--- src/rtl/router_fsm.sv ---
// router_fsm: packet-level control FSM of the 1x3 router.
//   Decodes the header address, waits for an empty destination FIFO, then
//   sequences first-data, payload, full-stall and parity loading for router_reg.
//   Outputs are Moore, decoded from the registered state with no added latency;
//   the source is held off through busy whenever the FSM cannot accept data.
// Ports:
//   clk, reset            system clock; asynchronous active-high reset
//   packet_valid, data_in source handshake and header address bits
//   fifo_full, fifo_empty selected-FIFO full flag; per-port empty flags
//   soft_reset            per-port timeout reset (only the latched port counts)
//   parity_done, low_packet_valid  status from router_reg
//   addr_q                latched destination port
//   write_enb_reg         FIFO write strobe
//   detect_add .. rst_int_reg  one-hot state strobes to router_reg
//   busy                  source must hold data_in
module router_fsm #(
  parameter int NUM_PORTS = 3
) (
  input  logic                 clk,
  input  logic                 reset,
  input  logic                 packet_valid,
  input  logic [1:0]           data_in,
  input  logic                 fifo_full,
  input  logic [NUM_PORTS-1:0] fifo_empty,
  input  logic [NUM_PORTS-1:0] soft_reset,
  input  logic                 parity_done,
  input  logic                 low_packet_valid,
  output logic [1:0]           addr_q,
  output logic                 write_enb_reg,
  output logic                 detect_add,
  output logic                 lfd_state,
  output logic                 ld_state,
  output logic                 full_state,
  output logic                 laf_state,
  output logic                 rst_int_reg,
  output logic                 busy
);

  typedef enum logic [2:0] {
    DECODE_ADDRESS,
    LOAD_FIRST_DATA,
    LOAD_DATA,
    FIFO_FULL_STATE,
    LOAD_AFTER_FULL,
    LOAD_PARITY,
    CHECK_PARITY_ERROR,
    WAIT_TILL_EMPTY
  } state_t;

  localparam logic [1:0] LAST_ADDR = 2'(NUM_PORTS - 1);

  state_t     r_state;
  state_t     w_next_state;
  logic [1:0] r_addr;
  logic       w_addr_load;
  logic       w_addr_ok;
  logic [3:0] w_empty_pad;
  logic [3:0] w_soft_pad;

  // Pad the per-port flags to the full 2-bit address space so address 3
  // indexes a defined zero instead of falling off the vector.
  assign w_empty_pad = {{(4 - NUM_PORTS){1'b0}}, fifo_empty};
  assign w_soft_pad  = {{(4 - NUM_PORTS){1'b0}}, soft_reset};
  assign w_addr_ok   = (data_in <= LAST_ADDR);

  always_ff @(posedge clk or posedge reset) begin
    if (reset) begin
      r_state <= DECODE_ADDRESS;
      r_addr  <= 2'd0;
    end else begin
      r_state <= w_next_state;
      if (w_addr_load) begin
        r_addr <= data_in;
      end
    end
  end

  always_comb begin
    w_next_state = r_state;
    w_addr_load  = 1'b0;
    case (r_state)
      DECODE_ADDRESS: begin
        // Packets addressed to a non-existent port are silently dropped.
        if (packet_valid && w_addr_ok) begin
          w_addr_load  = 1'b1;
          w_next_state = w_empty_pad[data_in] ? LOAD_FIRST_DATA : WAIT_TILL_EMPTY;
        end
      end
      LOAD_FIRST_DATA: w_next_state = LOAD_DATA;
      LOAD_DATA: begin
        if (fifo_full) begin
          w_next_state = FIFO_FULL_STATE;
        end else if (!packet_valid) begin
          w_next_state = LOAD_PARITY;
        end
      end
      FIFO_FULL_STATE: begin
        if (!fifo_full) begin
          w_next_state = LOAD_AFTER_FULL;
        end
      end
      LOAD_AFTER_FULL: begin
        if (parity_done) begin
          w_next_state = DECODE_ADDRESS;
        end else if (low_packet_valid) begin
          w_next_state = LOAD_PARITY;
        end else begin
          w_next_state = LOAD_DATA;
        end
      end
      LOAD_PARITY: w_next_state = CHECK_PARITY_ERROR;
      CHECK_PARITY_ERROR: begin
        w_next_state = fifo_full ? FIFO_FULL_STATE : DECODE_ADDRESS;
      end
      WAIT_TILL_EMPTY: begin
        if (w_empty_pad[r_addr]) begin
          w_next_state = LOAD_FIRST_DATA;
        end
      end
      default: w_next_state = DECODE_ADDRESS;
    endcase
    // A timeout on the port we are serving abandons the packet; timeouts on
    // other ports belong to their own traffic and are ignored here.
    if ((r_state != DECODE_ADDRESS) && w_soft_pad[r_addr]) begin
      w_next_state = DECODE_ADDRESS;
      w_addr_load  = 1'b0;
    end
  end

  always_comb begin
    write_enb_reg = 1'b0;
    busy          = 1'b0;
    case (r_state)
      LOAD_FIRST_DATA:    begin write_enb_reg = 1'b1; busy = 1'b1; end
      LOAD_DATA:          begin write_enb_reg = 1'b1; end
      FIFO_FULL_STATE:    begin busy = 1'b1; end
      LOAD_AFTER_FULL:    begin write_enb_reg = 1'b1; busy = 1'b1; end
      LOAD_PARITY:        begin write_enb_reg = 1'b1; busy = 1'b1; end
      CHECK_PARITY_ERROR: begin busy = 1'b1; end
      WAIT_TILL_EMPTY:    begin busy = 1'b1; end
      default:            begin write_enb_reg = 1'b0; busy = 1'b0; end
    endcase
  end

  assign addr_q      = r_addr;
  assign detect_add  = (r_state == DECODE_ADDRESS);
  assign lfd_state   = (r_state == LOAD_FIRST_DATA);
  assign ld_state    = (r_state == LOAD_DATA);
  assign full_state  = (r_state == FIFO_FULL_STATE);
  assign laf_state   = (r_state == LOAD_AFTER_FULL);
  assign rst_int_reg = (r_state == CHECK_PARITY_ERROR);

endmodule
--- config.mk ---
export PLATFORM = sky130hd
export DESIGN_NAME = router_fsm
export DESIGN_NICKNAME = d
export VERILOG_FILES = /design/src/rtl/router_fsm.sv
export SDC_FILE = /design/constraint.sdc
export NUM_CORES = 1
export LEC_CHECK = 0
export ABC_AREA = 1
export CORE_AREA = 3 3 40 42
export CTS_BUF_LIST = sky130_fd_sc_hd__clkbuf_8
export DETAILED_ROUTE_END_ITERATION = 7
export DIE_AREA = 0 0 43 45
export HOLD_SLACK_MARGIN = 0.1
export PLACE_DENSITY = 0.86
export SYNTH_ARGS = -nofsm -noshare
export SYNTH_HDL_FRONTEND = slang
export SYNTH_SLANG_ARGS = --single-unit
export TNS_END_PERCENT = 30
--- constraint.sdc ---
create_clock -name clk -period 2.4 [get_ports clk]
set_clock_uncertainty 0.1 [all_clocks]
set_input_delay 0.48 -clock clk [delete_from_list [all_inputs] [get_ports clk]]
set_output_delay 0.48 -clock clk [all_outputs]
set_load 0.02 [all_outputs]
==> flow_metrics.tcl, run 1 <==
set metrics [dict create \
    r2r-start "r_state[2]$_DFFE_PP0P_" \
    coreArea_mm2 0.001285 \
    report.final.slew_viol_count 0 \
    layout_worst_path_cycle_share_pct 95.84 \
    synth_top_family_by_area "simple AND/OR/NAND/NOR gates" \
    tightestPinTransition_ns 0.2909 \
    place_area_um2 804.5 \
    synth_area_leaders "dfrtp_1, nand2_1, nand3_1" \
    timing.fmax_mhz 434.8 \
    finalHoldViolations 0 \
    io_buffers 23 \
    critPathCaptureType "output port" \
    grt_overflow_total 0 \
    crit_type "reg -> out" \
    synthMuxAreaShare_pct 0 \
    cp.arrival_ns 1.72 \
    root_buffer "clkbuf_8" \
    syn_nets 118 \
    synth-simple-area-share_pct 56.43 \
    grt_max_degree 11 \
    vias 699 \
    min_period_ns 2.300 \
    ys_types 18 \
    diodes 0 \
    whs_ns 0.3523 \
    p_int_mw 0.5243 \
    final_cell_area_um2 853.3 \
    cts_inserted_buffers 3 \
    p_leak_nw 0.4697 \
    outcome "complete, no violations" \
    grtUsageTotal_pct 16.14 \
    yosysTopAreaCellShare_pct 21.79 \
    std_cell_rows 13 \
    antenna_left 0 \
    wirelength_um 1386 \
    wire_per_inst_um 9.625 \
    seqPwrFrac_pct 19.6 \
    cts_setup_buffers 0 \
    drive_gt1_share_pct 10.08 \
    power.share.clock_pct 14.6 \
    power_density_mw_per_mm2 1209 \
    postSynthCellCount 104 \
    cap_violations 0 \
    seq_area_frac_synth_pct 21.79 \
    hold_class "in -> async" \
    drc 0 \
    synth-compound-area-share_pct 4.793 \
    synth_top_cell_by_area "dfrtp_1" \
    switchingPower_mw 0.5071 \
    clkTransAtPathRegs_ns 0.04 \
    firstDrtPassIters 2 \
    hold_buffers 0 \
    die_height_um 45 \
    grt_pass1_wl_um 2387 \
    fin_util_pct 66.41 \
    hpwl_um 1165 \
    rr_worst_depth 8 \
    h-tree-depth 1 \
    synth_xor_area_share_pct 0 \
    reg2reg_slack_ns 0.98 \
    drtIter0Drc 6 \
    cts_tree "yes" \
    synthAdderAreaFrac_pct 0 \
    dieArea_mm2 0.001935 \
    fillCellCount 121 \
    pwr-share-comb_pct 65.8 \
    endpoint "detect_add" \
    yosys_register_bits 5 \
    nNetsFinal 144 \
    vias_per_cell 4.854 \
    ir_worst_vdd_v 0.0007976 \
    rsz0062_at_grt "no" \
    setup_tns_ns 0 \
    die_w_um 43 \
    startpoint "r_state[2]$_DFFE_PP0P_" \
    synth.avg_cell_area_um2 5.522 \
    yosysWarnings 0 \
    cp_max_fo 7 \
    antenna_found_initial 0 \
    initial_core_util_pct 44.69 \
    place_congestion 0.8594 \
    area_growth_pct 48.58 \
    cts_buffer_depth 2 \
    netlist_area_um2 574.3 \
    num_io_pins 24 \
    grt_pass1_vias 648 \
    start_kind "flip-flop" \
    cts.sinks 5 \
    required_ns 1.82 \
    clk_latency_ns 0.22 \
    setup_viol 0 \
    switching_share_pct 49.16 \
    r2r_end "r_state[1]$_DFFE_PP0P_" \
    max-slew-margin-rel_pct 80.61 \
]
[cell families (layout without fill, tap and decap cells)]
kind of cell,after synthesis,count (layout)
buf+inv,23,48
simple gates,71,71
compound gates,5,5
flops,5,5
[layer usage]
| layer | track usage [%] | wire [um] | vias up |
|---|---|---|---|
| met1 | 17.80 | 565 | 300 |
| li1 | - | - | 372 |
| met5 | 0 | 0 | - |
| met3 | 5.578 | 118 | 4 |
| met2 | 29.04 | 679 | 23 |
| met4 | 5.422 | 23 | 0 |
[stage by stage]
| step | power (mW) | setup WS, ns | instances |
|---|---|---|---|
| 2_1_floorplan | 0.6600 | 0.4834 | 104 |
| 3_3_place_gp | 0.8720 | 0.2428 | 140 |
| 3_5_place_dp | 0.8837 | 0.1776 | 140 |
| 4_1_cts | 1.042 | 0.004229 | 144 |
| 5_1_grt | 1.142 | 0.009887 | 144 |
| 6_report | 1.031 | 0.09990 | 144 |
[worst min path at each step]
stage	from	to	slack (ns)	cells after the start
2_1_floorplan	reset	addr_q[0]$_DFFE_PP0P_	0.16	1
6_report	reset	r_state[2]$_DFFE_PP0P_	0.35	2
3_5_place_dp	addr_q[0]$_DFFE_PP0P_	addr_q[0]$_DFFE_PP0P_	0.47	2
3_3_place_gp	addr_q[1]$_DFFE_PP0P_	addr_q[1]$_DFFE_PP0P_	0.45	2
4_1_cts	reset	r_state[2]$_DFFE_PP0P_	0.35	2
5_1_grt	reset	r_state[2]$_DFFE_PP0P_	0.36	2
[worst max-delay path: stages, from the launching register on]
cell             delay [ns]
dfrtp_1                0.46
nor2_4                 0.16
nand2_1                0.14
inv_1                  0.11
clkdlybuf4s50_1        0.62
[final cells by class]
type / instances / area [um^2] / share of cell area, %
tap: 15 / 18.77 / 2.199
timing repair buffer: 23 / 232.7 / 27.27
sequential: 5 / 126.4 / 14.81
multi-input combinational: 76 / 351.6 / 41.20
clock inverter: 1 / 3.754 / 0.4399
inverter: 21 / 78.83 / 9.238
clock buffer: 3 / 41.29 / 4.839
[power by group through the flow]
stage          logic, mW  clock network [mW]  registers (mW)
5_1_grt            0.765               0.162           0.214
3_3_place_gp       0.676                   0           0.196
3_5_place_dp       0.683                   0           0.201
2_1_floorplan      0.482                   0           0.178
6_report           0.678               0.151           0.202
4_1_cts            0.687               0.153           0.202
[Yosys cell counts]
library cell / count
nor3_1: 1
inv_1: 17
or3_1: 1
buf_6: 1
o21ai_0: 4
dfrtp_1: 5
nor2_2: 1
nand3_2: 1
nand2_1: 30
o211ai_1: 1
clkinv_1: 1
buf_4: 1
nor2_1: 16
nand3_1: 14
nand4_1: 3
nand2_2: 2
inv_2: 3
nor2_4: 2
[timing repair]
action | 4_1_cts | 5_1_grt
hold endpoints to repair | 0 | 0
setup endpoints to repair | 1 | 1
resized for setup | 1 | 1
pin swaps | 0 | 0
[flip-flops by register name, indices dropped and copies added (netlist names)]
name / count
r_state: 3
addr_q: 2
[cell usage in the layout, fill, tap and decap left out]
master           netlist  routed
clkdlybuf4s50_1        0      22
nor2_4                 2       2
nand3_2                1       1
nand3_1               14      14
or3_1                  1       1
dlymetal6s2s_1         0       1
inv_2                  3       3
clkbuf_8               0       3
inv_1                 17      18
nor3_1                 1       1
nand4_1                3       3
nand2_2                2       2
dfrtp_2                0       1
nand2_1               30      30
dfrtp_1                5       4
nor2_2                 1       1
nor2_1                16      16
o211ai_1               1       1
clkinv_1               1       1
o21ai_0                4       4
Power figures use the tool's default switching activity.
==> inputs of run 2 (changes only) <==
CORE_AREA = not set   (was 3 3 40 42)
CORE_MARGIN = 3   (was not set)
CORE_UTILIZATION = 39   (was not set)
DIE_AREA = not set   (was 0 0 43 45)
PLACE_DENSITY = 0.82   (was 0.86)
clock period = 2.1 ns   (was 2.4 ns; I/O delays follow)
==> run 2 against run 1 <==
Net effect:
- worst setup slack got worse by 0.037 ns
- largest power group unchanged
- largest cell class unchanged
- critical path depth stayed put
- combinational power grew 25%
- critical path type unchanged
- highest routed layer is now met3
- first-iteration DRC count grew 100%
- global-route usage up 0.57 points
- register-to-register slack got worse by 0.39 ns
- hold slack worse by 0.044 ns
- cell area is 4.0% higher
- sequential share of layout area down 0.56 points
- via count up 3.6%
==> flow_metrics.tcl, run 2 (synthesis gave the netlist of run 1 again) <==
set metrics [dict create \
    dieArea_mm2 0.001969 \
    cts_inserted_buffers 3 \
    cp.arrival_ns 1.52 \
    std_cell_rows 13 \
    report.final.slew_viol_count 0 \
    diodes 0 \
    switching_share_pct 49.29 \
    power.share.clock_pct 14.0 \
    max_flop_register "r_state" \
    power_density_mw_per_mm2 1383 \
    outcome "complete, no violations" \
    vias 724 \
    cts_tree "yes" \
    rr_worst_depth 9 \
    wire_per_inst_um 10.30 \
    cts.sinks 5 \
    required_ns 1.58 \
    die_height_um 44.38 \
    grtUsageTotal_pct 16.71 \
    crit_type "reg -> out" \
    cp_max_fo 7 \
    tightestPinTransition_ns 0.2268 \
    pwr-share-comb_pct 69.1 \
    min_period_ns 2.037 \
    largest_reg_flops 3 \
    p_leak_nw 0.5328 \
    wirelength_um 1535 \
    vias_per_cell 4.859 \
    layout_worst_path_cycle_share_pct 97.00 \
    coreArea_mm2 0.001334 \
    setup_viol 0 \
    grt_pass1_vias 652 \
    cap_violations 0 \
    cts_buffer_depth 2 \
    max-slew-margin-rel_pct 84.72 \
    antenna_found_initial 0 \
    io_buffers 23 \
    start_kind "flip-flop" \
    p_int_mw 0.6221 \
    place_congestion 0.8447 \
    drive_gt1_share_pct 13.43 \
    hold_buffers 0 \
    grt_pass1_wl_um 2490 \
    grt_max_degree 8 \
    setup_tns_ns 0 \
    drc 0 \
    antenna_left 0 \
    cts_setup_buffers 0 \
    die_w_um 44.38 \
    critPathCaptureType "output port" \
    final_common_cell "nand2_1" \
    clkTransAtPathRegs_ns 0.04 \
    switchingPower_mw 0.6046 \
    final_cell_mix "nand2_1, inv_1, nor2_1, clkdlybuf4s50_1, nand3_1" \
    finalNonFillerCells 149 \
    finalHoldViolations 0 \
    dp_cells 145 \
    ir_worst_vdd_v 0.0006905 \
    num_io_pins 24 \
    rsz0062_at_grt "no" \
    area_growth_pct 54.47 \
    h-tree-depth 1 \
    initial_core_util_pct 43.06 \
    hold_class "in -> async" \
    seqPwrFrac_pct 16.9 \
    firstDrtPassIters 4 \
    root_buffer "clkbuf_8" \
    clk_latency_ns 0.22 \
    drtIter0Drc 12 \
    grt_overflow_total 0 \
    timing.fmax_mhz 490.9 \
    hpwl_um 1305 \
    nNetsFinal 149 \
]
-- run 2: changes by cell type in the layout (fill, tap and decap cells not counted), sizes merged --
cell           delta
buf               +5
clkdlybuf4s50     -6
dlygate4sd2       +5
dlymetal6s2s      +1
-- run 2: layout make-up --
cell class / count / area (um^2)
Timing Repair Buffer: 28 / 266.5
Multi-Input combinational cell: 76 / 351.6
Inverter: 21 / 78.83
Clock buffer: 3 / 41.29
Sequential cell: 5 / 126.4
Clock inverter: 1 / 3.754
Tap cell: 15 / 18.77
Fill cell: 122 / 446.7
-- run 2: worst paths after layout --
check	start	to	slack [ns]
max	r_state[2]$_DFFE_PP0P_	busy	0.06
min	reset	r_state[0]$_DFFE_PP0P_	0.31
max reg2reg	r_state[0]$_DFFE_PP0P_	r_state[2]$_DFFE_PP0P_	0.59
min reg2reg	addr_q[0]$_DFFE_PP0P_	addr_q[0]$_DFFE_PP0P_	0.52
max in group asynchronous	reset	r_state[2]$_DFFE_PP0P_	1.41
min in group clk	addr_q[0]$_DFFE_PP0P_	addr_q[0]$_DFFE_PP0P_	0.52
-- run 2: per-stage QoR --
step                      instance area (um^2)  utilization, %  power (mW)  setup WS [ns]  hold slack (ns)
after floorplan                          574.3               -      0.7543         0.2434          0.09852
after detailed placement                 842.1           63.13       1.089        0.08750           0.5023
after CTS                                882.1           66.14       1.232        0.02316           0.3178
after global routing                     887.1           66.51       1.334        0.01609           0.3212
after global placement                   842.1           63.13       1.073         0.1110           0.4862
final                                    887.1           66.51       1.227        0.06296           0.3084
-- run 2: repair_timing --
item,CTS,global route
gates resized for setup,6,2
endpoints found under the setup margin,7,2
endpoints found under the hold margin,0,0
-- run 2: layer usage --
layer	GRT usage, %	up-vias	part of all wire, %
met2	28.49	25	49
met4	4.819	0	0
met1	19.95	319	45
met3	5.285	0	5.9
met5	0	-	0
li1	-	380	-
-- run 2: critical path, stage by stage, from the launching register on --
cell and delay [ns]:
dfrtp_2 0.44, inv_2 0.05, buf_4 0.15, nand2_1 0.06
clkdlybuf4s50_1 0.59
-- run 2: power by group through the flow --
stage	Combinational, mW	Clock (mW)	Sequential, mW
3_3_place_gp	0.871	0	0.202
2_1_floorplan	0.551	0	0.204
3_5_place_dp	0.883	0	0.205
6_report	0.847	0.172	0.208
4_1_cts	0.850	0.175	0.207
5_1_grt	0.936	0.184	0.215
